`src/rtl/key_cond_pkg.sv`:
```
// Shared types and defaults for the key/switch conditioner.
// Debounce FSM state and default settle time.
package key_cond_pkg;

  typedef enum logic {
    DB_STABLE,
    DB_SETTLING
  } db_state_t;

  // 10 ms at 50 MHz
  localparam int DEBOUNCE_CYCLES_DEFAULT = 500000;

endpackage

```
`src/rtl/debounce_cell.sv`:
```
// Two-flop synchronizer plus settle-count debouncer for one word.
// A new value is accepted only after it holds for DEBOUNCE_CYCLES.
module debounce_cell
  import key_cond_pkg::*;
#(
  parameter int               WIDTH           = 1,
  parameter int               DEBOUNCE_CYCLES = DEBOUNCE_CYCLES_DEFAULT,
  parameter logic [WIDTH-1:0] RESET_VAL       = '0
) (
  input  logic             clk,
  input  logic             rst,
  input  logic [WIDTH-1:0] din,
  output logic [WIDTH-1:0] stable_val,
  output logic             changed
);

  localparam int CNT_W = $clog2(DEBOUNCE_CYCLES);
  localparam logic [CNT_W-1:0] CNT_LAST =
    CNT_W'(DEBOUNCE_CYCLES - 1);

  logic [WIDTH-1:0] sync1;
  logic [WIDTH-1:0] sync2;
  logic [WIDTH-1:0] candidate;
  logic [CNT_W-1:0] cnt;
  db_state_t        state;

  // Bring the asynchronous pins into the clock domain.
  always_ff @(posedge clk) begin
    if (rst) begin
      sync1 <= RESET_VAL;
      sync2 <= RESET_VAL;
    end else begin
      sync1 <= din;
      sync2 <= sync1;
    end
  end

  // Settle FSM: restart on any movement, accept after a full quiet window.
  always_ff @(posedge clk) begin
    if (rst) begin
      state      <= DB_STABLE;
      stable_val <= RESET_VAL;
      candidate  <= RESET_VAL;
      cnt        <= '0;
      changed    <= 1'b0;
    end else begin
      changed <= 1'b0;
      unique case (state)
        DB_STABLE: begin
          if (sync2 != stable_val) begin
            state     <= DB_SETTLING;
            candidate <= sync2;
            cnt       <= '0;
          end
        end
        DB_SETTLING: begin
          if (sync2 == stable_val) begin
            state <= DB_STABLE;
          end else if (sync2 != candidate) begin
            candidate <= sync2;
            cnt       <= '0;
          end else if (cnt == CNT_LAST) begin
            stable_val <= candidate;
            changed    <= 1'b1;
            state      <= DB_STABLE;
          end else begin
            cnt <= cnt + CNT_W'(1);
          end
        end
      endcase
    end
  end

endmodule

```
`src/rtl/key_switch_conditioner.sv`:
```
// Push-button and slide-switch front end for the SoC PIOs.
// Per-key debounce with press/release pulses; SW debounced as one word.
module key_switch_conditioner
  import key_cond_pkg::*;
#(
  parameter int NUM_KEYS        = 2,
  parameter int SW_WIDTH        = 8,
  parameter int DEBOUNCE_CYCLES = DEBOUNCE_CYCLES_DEFAULT
) (
  input  logic                Clk,
  input  logic                Reset,
  input  logic [NUM_KEYS-1:0] KEY_N,
  input  logic [SW_WIDTH-1:0] SW,
  output logic [NUM_KEYS-1:0] key_level,
  output logic [NUM_KEYS-1:0] key_press,
  output logic [NUM_KEYS-1:0] key_release,
  output logic [SW_WIDTH-1:0] sw_stable,
  output logic                sw_changed
);

  logic [NUM_KEYS-1:0] key_stable_n;
  logic [NUM_KEYS-1:0] key_chg;

  for (genvar i = 0; i < NUM_KEYS; i++) begin : g_key
    debounce_cell #(
      .WIDTH          (1),
      .DEBOUNCE_CYCLES(DEBOUNCE_CYCLES),
      .RESET_VAL      (1'b1)
    ) u_key (
      .clk       (Clk),
      .rst       (Reset),
      .din       (KEY_N[i]),
      .stable_val(key_stable_n[i]),
      .changed   (key_chg[i])
    );
  end

  debounce_cell #(
    .WIDTH          (SW_WIDTH),
    .DEBOUNCE_CYCLES(DEBOUNCE_CYCLES),
    .RESET_VAL      ({SW_WIDTH{1'b0}})
  ) u_sw (
    .clk       (Clk),
    .rst       (Reset),
    .din       (SW),
    .stable_val(sw_stable),
    .changed   (sw_changed)
  );

  // Keys are active-low; pulses qualify the registered change flag.
  always_comb begin
    key_level   = ~key_stable_n;
    key_press   = key_chg & ~key_stable_n;
    key_release = key_chg & key_stable_n;
  end

endmodule

```
`config.mk`:
```
export PLATFORM = sky130hd
export DESIGN_NAME = key_switch_conditioner
export DESIGN_NICKNAME = d
export VERILOG_FILES = /design/src/rtl/key_cond_pkg.sv /design/src/rtl/debounce_cell.sv /design/src/rtl/key_switch_conditioner.sv
export SDC_FILE = /design/constraint.sdc
export NUM_CORES = 1
export LEC_CHECK = 0
export ABC_AREA = 0
export BUFFER_PORTS_ARGS = -buffer_cell sky130_fd_sc_hd__buf_2
export CORE_MARGIN = 2
export CORE_UTILIZATION = 25
export CTS_BUF_LIST = sky130_fd_sc_hd__clkbuf_16
export DETAILED_ROUTE_END_ITERATION = 12
export SYNTH_ARGS = -nofsm -noshare
export SYNTH_HDL_FRONTEND = slang
export SYNTH_HIERARCHICAL = 1
export SYNTH_SLANG_ARGS = --single-unit
```
`constraint.sdc`:
```
create_clock -name Clk -period 2.2 [get_ports Clk]
set_input_delay 0.33 -clock Clk [delete_from_list [all_inputs] [get_ports Clk]]
set_output_delay 0.33 -clock Clk [all_outputs]
set_load 0.02 [all_outputs]
```
==> flow_metrics.env, run 1 <==
export IMPL_reg2reg_slack_ns=-0.16
export IMPL_worst_hold_slack_ns=0.161
export IMPL_grt_use_met3=0.0286
export IMPL_crit_start="u_sw/cnt[7]"
export IMPL_power_density_mw_per_mm2=620
export IMPL_tightest_slew_ns=0.657
export IMPL_htreeDepth=3
export IMPL_root_buffer="clkbuf_16"
export IMPL_grt_util_met2=0.173
export IMPL_drt_iter0_markers=367
export IMPL_p_int_mw=2.78
export IMPL_critPathKind="reg -> reg"
export IMPL_gp_congestion=0.799
export IMPL_cts_sinks=103
export IMPL_required_ns=2.50
export IMPL_synthCells=563
export IMPL_syn_num_nets=578
export IMPL_grtUsageTotal=0.113
export IMPL_netlist_area_leader_share=0.414
export IMPL_r2r_end="u_sw/cnt[2]"
export IMPL_drc=0
export IMPL_ios=27
export IMPL_share_comb_of_total_power=0.067
export IMPL_drive_gt1_frac=0.243
export IMPL_wl_per_cell_um=12.7
export IMPL_firstDrtPassIters=5
export IMPL_synth_compound_area_frac=0.193
export IMPL_synth_fa_ha_area_frac=0.00754
export IMPL_power_total_mw=3.74
export IMPL_area_growth_pct=21.1
export IMPL_rr_worst_depth=5
export IMPL_maxSlewViolCount=0
export IMPL_period_minus_slack_ns=2.36
export IMPL_dp_final_hpwl_um=8050
export IMPL_synth_simple_area_share=0.286
export IMPL_final_nets=644
export IMPL_synth_area_mm2=0.00498
export IMPL_drt_wl_total_um=11400
export IMPL_synthXorXnorAreaFrac=0.0510
export IMPL_die_width_um=145
export IMPL_overflow=0
export IMPL_status="finished with violations"
export IMPL_hold_class="in -> reg"
export IMPL_regToRegStartpoint="u_sw/cnt[7]"
export IMPL_yosys_top_cells_count="103 x dfxtp_1, 43 x nand2_1, 41 x a21oi_1"
export IMPL_clock_path_buffers=2
export IMPL_synth_edf_count=0
export IMPL_cts_tree="built"
export IMPL_start_kind="flip-flop"
export IMPL_leakagePower_nw=2.29
export IMPL_ir_drop_v=0.000398
export IMPL_setup_viol=13
export IMPL_design_core_area_mm2=0.0195
export IMPL_dieArea_mm2=0.0211
export IMPL_port_buffers=26
export IMPL_crit_end="u_sw/cnt[2]"
export IMPL_p_switching_mw=0.956
export IMPL_antenna_cells=0
export IMPL_final_setup_worst_slack_ns=-0.159
export IMPL_rows=51
export IMPL_finalHoldViolCount=0
export IMPL_antenna_found_initial=0
export IMPL_synth_top_area_cell="dfxtp_1"
export IMPL_grt_pass1_vias=3990
export IMPL_synth_most_common_cell="dfxtp_1"
export IMPL_grt_pass1_wl_um=19900
export IMPL_ys_ff_latch=103
export IMPL_grt_max_degree=42
export IMPL_seqPwrFrac=0.512
export IMPL_synthMuxAreaShare=0.00452
export IMPL_dieHeight_um=145
export IMPL_clock_skew_ns=0.0109
export IMPL_crit_fanout=8
export IMPL_slew_headroom=0.562
export IMPL_ys_types=65
export IMPL_insertion_delay_ns=0.36
export IMPL_grt_setup_unrepaired="true"
export IMPL_synth_top_family_by_area="simple AND/OR/NAND/NOR gates"
export IMPL_syn_avg_cell_area_um2=8.84
export IMPL_cp_arrival_ns=2.66
export IMPL_use_met1=0.158
export IMPL_maxCapViolCount=0
export IMPL_synth_top_cells_by_area="dfxtp_1 41%, a21oi_1 4.1%, nor2b_1 3.6%"
export IMPL_route_vias_total=4340
export IMPL_fmaxAchievable_mhz=424
export IMPL_clk_transition_reported_paths_ns=0.08
export IMPL_antenna_left=0
export IMPL_synth_top_flop_cell="dfxtp_1"
export IMPL_fin_crit_sh=1.07
export IMPL_violations="setup timing"
export IMPL_synth_seq_area_share=0.414
export IMPL_ys_warn_count=6
export IMPL_start_util=0.255
export IMPL_cts_inserted_buffers=9
export IMPL_synthArstFlopShare=0
export IMPL_via_per_inst=4.83
export IMPL_p_clk_frac=0.422
export IMPL_cp_end_kind="flip-flop"
export IMPL_switching_share=0.256
export IMPL_busiest_layer="met2"
[through the flow]
step	cells	area (µm²)	util	setup WS, ns	TNS, ns
5_1_grt	899	6030	0.309	-0.203	-2.48
2_1_floorplan	563	4980	-	-0.0406	-0.153
3_5_place_dp	881	5690	0.291	-0.142	-1.30
6_report	899	6030	0.309	-0.159	-1.44
3_3_place_gp	881	5690	0.291	-0.130	-1.29
4_1_cts	899	6020	0.308	-0.146	-1.37
[metal layers]
metal	vias to the layer above	wire, µm
met1	2034	5730
met5	-	0
met2	79	5170
met3	9	439
li1	2218	-
met4	0	86
[critical path, cell delays in order, from the launching register on]
cell     delay [ns]
dfxtp_2        0.32
or4_1          0.51
or4_4          0.53
or4_4          0.46
a21oi_4        0.28
a221o_2        0.21
[what timing repair did]
action	CTS	global route
setup buffers	1	0
gates cloned	1	0
pin swaps	5	8
gates resized for setup	7	7
endpoints found under the setup margin	21	23
hold buffers	0	0
[worst min-delay path by stage]
stage	cells after the start	endpoint	start	slack, ns
after floorplan	1	g_key[0].u_key/sync2	g_key[0].u_key/sync1	0.39
after global placement	1	g_key[0].u_key/sync2	g_key[0].u_key/sync1	0.39
after detailed placement	1	g_key[1].u_key/sync2	g_key[1].u_key/sync1	0.39
after CTS	2	g_key[0].u_key/sync1	KEY_N[0]	0.14
after global routing	2	g_key[1].u_key/sync1	KEY_N[1]	0.15
final	2	g_key[0].u_key/sync1	KEY_N[0]	0.16
[logic make-up (layout without fill, tap and decap cells)]
kind of cell,after synthesis,in the layout
fa+ha+maj,3,3
buf+inv,38,109
simple gates,244,244
xor+xnor,29,29
mux,2,2
flops,103,103
compound gates,144,144
[registers in the layout, summed over array words and instances, names as in the netlist]
name,flops
g_key.u_key/candidate,2
g_key.u_key/changed,2
g_key.u_key/cnt,38
g_key.u_key/stable_val,2
g_key.u_key/state,2
g_key.u_key/sync1,2
g_key.u_key/sync2,2
u_sw/candidate,8
u_sw/changed,1
u_sw/cnt,19
u_sw/stable_val,8
u_sw/state,1
u_sw/sync1,8
u_sw/sync2,8
[power by group through the flow]
| stage | registers (mW) | logic (mW) | clock network, mW |
|---|---|---|---|
| detailed placement | 1.96 | 0.247 | 0 |
| CTS | 1.91 | 0.249 | 1.63 |
| finish | 1.91 | 0.250 | 1.58 |
| global placement | 1.96 | 0.248 | 0 |
| floorplan | 1.95 | 0.159 | 0 |
| global route | 1.92 | 0.277 | 1.72 |
[layout by cell type, fill, tap and decap left out, drive strengths merged, types with 15 or more instances in the layout]
cell type,Yosys,routed
a21oi,44,44
a31oi,19,19
buf,8,82
dfxtp,103,103
inv,11,16
nand2,43,43
nand3,31,31
nand4,24,24
nor2,25,25
nor2b,29,29
nor3,15,15
o21ai,34,34
xnor2,15,15
[layout make-up]
type / count / area, µm²
fillers: 2106 / 13500
clock buffers: 9 / 225
flip-flops and latches: 103 / 2070
well taps: 265 / 332
clock inverters: 7 / 60.1
inverters: 11 / 41.3
repair buffers: 82 / 571
multi-input cells: 422 / 2730
Power figures use the tool's default switching activity.
==> run 2: changes to the inputs <==
--- a/config.mk
+++ b/config.mk
@@ -11,6 +11,8 @@
 export CORE_UTILIZATION = 25
 export CTS_BUF_LIST = sky130_fd_sc_hd__clkbuf_16
 export DETAILED_ROUTE_END_ITERATION = 12
+export MAX_ROUTING_LAYER = met4
+export SETUP_SLACK_MARGIN = 0.2
 export SYNTH_ARGS = -nofsm -noshare
 export SYNTH_HDL_FRONTEND = slang
 export SYNTH_HIERARCHICAL = 1
==> run 2 against run 1 <==
The run still ends with setup timing left. Die area stayed put. Non-clock buffer count increased by 12. Worst hold slack worse by 0.0048 ns. Worst setup slack better by 0.011 ns. Register-to-register slack about the same. Sequential share of layout area shrank 0.67 points. Clock-buffer cell count stayed put. Routed wire length grew 2.3%. Final cell count is 1.3% higher. Critical path depth is the same. Fmax is 0.49% higher. Utilization up 0.62 points.
==> flow_metrics.env, run 2 (synthesis results as in run 1) <==
export IMPL_status="finished with violations"
export IMPL_violations="setup timing"
export IMPL_design_core_area_mm2=0.0195
export IMPL_worst_hold_slack_ns=0.156
export IMPL_min_from="KEY_N[0]"
export IMPL_power_density_mw_per_mm2=598
export IMPL_root_buffer="clkbuf_16"
export IMPL_finalHoldViolCount=0
export IMPL_wl_per_cell_um=12.8
export IMPL_rows=51
export IMPL_start_kind="flip-flop"
export IMPL_routed_wl_met2_um=5250
export IMPL_drive_gt1_frac=0.268
export IMPL_required_ns=2.49
export IMPL_grtUsageTotal=0.115
export IMPL_ir_drop_v=0.000323
export IMPL_cp_arrival_ns=2.63
export IMPL_regToRegStartpoint="u_sw/cnt[14]"
export IMPL_antenna_found_initial=0
export IMPL_placedInstanceArea_mm2=0.00568
export IMPL_tightest_slew_ns=0.578
export IMPL_fillers=2127
export IMPL_dieHeight_um=145
export IMPL_drt_wl_total_um=11700
export IMPL_htreeDepth=3
export IMPL_clock_skew_ns=0.00894
export IMPL_crit_start="u_sw/cnt[14]"
export IMPL_cts_inserted_buffers=9
export IMPL_r2r_end="u_sw/cnt[7]"
export IMPL_cp_common_cell="or4_4"
export IMPL_maxSlewViolCount=0
export IMPL_cts_tree="built"
export IMPL_final_area_mm2=0.00615
export IMPL_final_cell_mix="100 x dfxtp_1, 65 x buf_4, 42 x nand2_1, 39 x a21oi_1, 31 x nand3_1"
export IMPL_ctsHoldBuffers=0
export IMPL_crit_fanout=8
export IMPL_die_width_um=145
export IMPL_whs_path_depth=2
export IMPL_whs_endpoint="g_key[0].u_key/sync1"
export IMPL_met3_length_um=437
export IMPL_final_setup_worst_slack_ns=-0.147
export IMPL_hold_class="in -> reg"
export IMPL_reg2reg_slack_ns=-0.15
export IMPL_grt_max_degree=53
export IMPL_via_per_inst=4.80
export IMPL_setup_viol=18
export IMPL_overflow=0
export IMPL_slowest_stage="or4_4"
export IMPL_fin_crit_sh=1.07
export IMPL_cts_sinks=103
export IMPL_largest_registers="g_key.u_key/cnt (38), u_sw/cnt (19)"
export IMPL_maxCapViolCount=0
export IMPL_top_register="g_key.u_key/cnt"
export IMPL_drt_iter0_markers=228
export IMPL_grt_setup_unrepaired="true"
export IMPL_critPathKind="reg -> reg"
export IMPL_start_util=0.255
export IMPL_leakagePower_nw=2.36
export IMPL_grt_pass1_vias=4127
export IMPL_period_minus_slack_ns=2.35
export IMPL_rr_worst_depth=5
export IMPL_firstDrtPassIters=5
export IMPL_ios=27
export IMPL_slew_headroom=0.615
export IMPL_cp_end_kind="flip-flop"
export IMPL_route_vias_total=4376
export IMPL_top_layer="met4"
export IMPL_clk_transition_reported_paths_ns=0.07
export IMPL_grt_pass1_wl_um=19700
export IMPL_antenna_left=0
export IMPL_gp_congestion=0.831
export IMPL_largest_register_ffs=38
export IMPL_drc=0
export IMPL_dieArea_mm2=0.0211
export IMPL_antenna_cells=0
export IMPL_crit_chain="or4bb_1 -> or4_4 -> or4_4 -> a21oi_4 -> a22o_1"
export IMPL_cpPeakStageDelay_ns=0.55
export IMPL_final_nets=656
export IMPL_final_common_cell="dfxtp_1"
export IMPL_fmaxAchievable_mhz=426
export IMPL_clock_path_buffers=2
export IMPL_area_growth_pct=23.5
export IMPL_insertion_delay_ns=0.35
export IMPL_port_buffers=26
export IMPL_wl_met1_um=5860
export IMPL_dp_final_hpwl_um=8090
==> run 2: cell count changes in the layout (fill, tap and decap cells not counted), sizes merged <==
cell / change
clkinvlp: +1
buf: +12
clkinv: +2
inv: -3
==> run 2: per-stage QoR <==
stage / total power, mW / setup WS (ns) / std cells / utilization / setup TNS [ns]
CTS: 3.72 / -0.146 / 900 / 0.307 / -1.21
detailed placement: 2.20 / -0.116 / 882 / 0.291 / -1.37
global placement: 2.20 / -0.122 / 882 / 0.291 / -1.23
finish: 3.68 / -0.147 / 911 / 0.315 / -1.63
floorplan: 2.11 / -0.0395 / 563 / - / -0.146
global route: 3.84 / -0.253 / 911 / 0.315 / -3.79
==> run 2: timing repair <==
| item | in CTS | in global routing |
|---|---|---|
| pin swaps | 9 | 13 |
| resized for setup | 9 | 22 |
| cloned | 1 | 0 |
| setup buffers | 1 | 11 |
| setup endpoints to repair | 30 | 51 |
==> run 2: metal layers <==
metal  vias up  global-route usage
met4         0              0.0319
li1       2227                   -
met5         -                   -
met3        16              0.0264
met2        75               0.175
met1      2058               0.153
==> run 2: layout make-up <==
| class | count | area, µm² | share of cell area |
|---|---|---|---|
| Multi-Input combinational cell | 422 | 2780 | 0.453 |
| Clock inverter | 7 | 47.5 | 0.00773 |
| Tap cell | 265 | 332 | 0.0539 |
| Inverter | 11 | 41.3 | 0.00672 |
| Timing Repair Buffer | 94 | 652 | 0.106 |
| Clock buffer | 9 | 225 | 0.0366 |
| Sequential cell | 103 | 2070 | 0.336 |
==> run 2: worst max path at each step <==
| stage | to | slack (ns) | cells past startpoint |
|---|---|---|---|
| CTS | u_sw/cnt[7] | -0.15 | 5 |
| detailed placement | u_sw/cnt[7] | -0.12 | 5 |
| floorplan | u_sw/cnt[2] | -0.04 | 5 |
| global route | u_sw/cnt[7] | -0.25 | 5 |
| global placement | u_sw/cnt[16] | -0.12 | 6 |
| finish | u_sw/cnt[7] | -0.15 | 5 |
==> run 2: report_power, final <==
group	leakage, nW	switching (mW)	total (mW)	internal [mW]
Sequential	0.837	0.0228	1.91	1.89
Clock	0.134	0.736	1.51	0.770
Combinational	1.39	0.157	0.257	0.101
Total	2.36	0.915	3.68	2.76
==> run 2: worst max-delay path: cells and delay by family, from the launching register on <==
family          cells  cell delay (ns)
flops               1             0.31
simple gates        3             1.51
compound gates      2             0.45
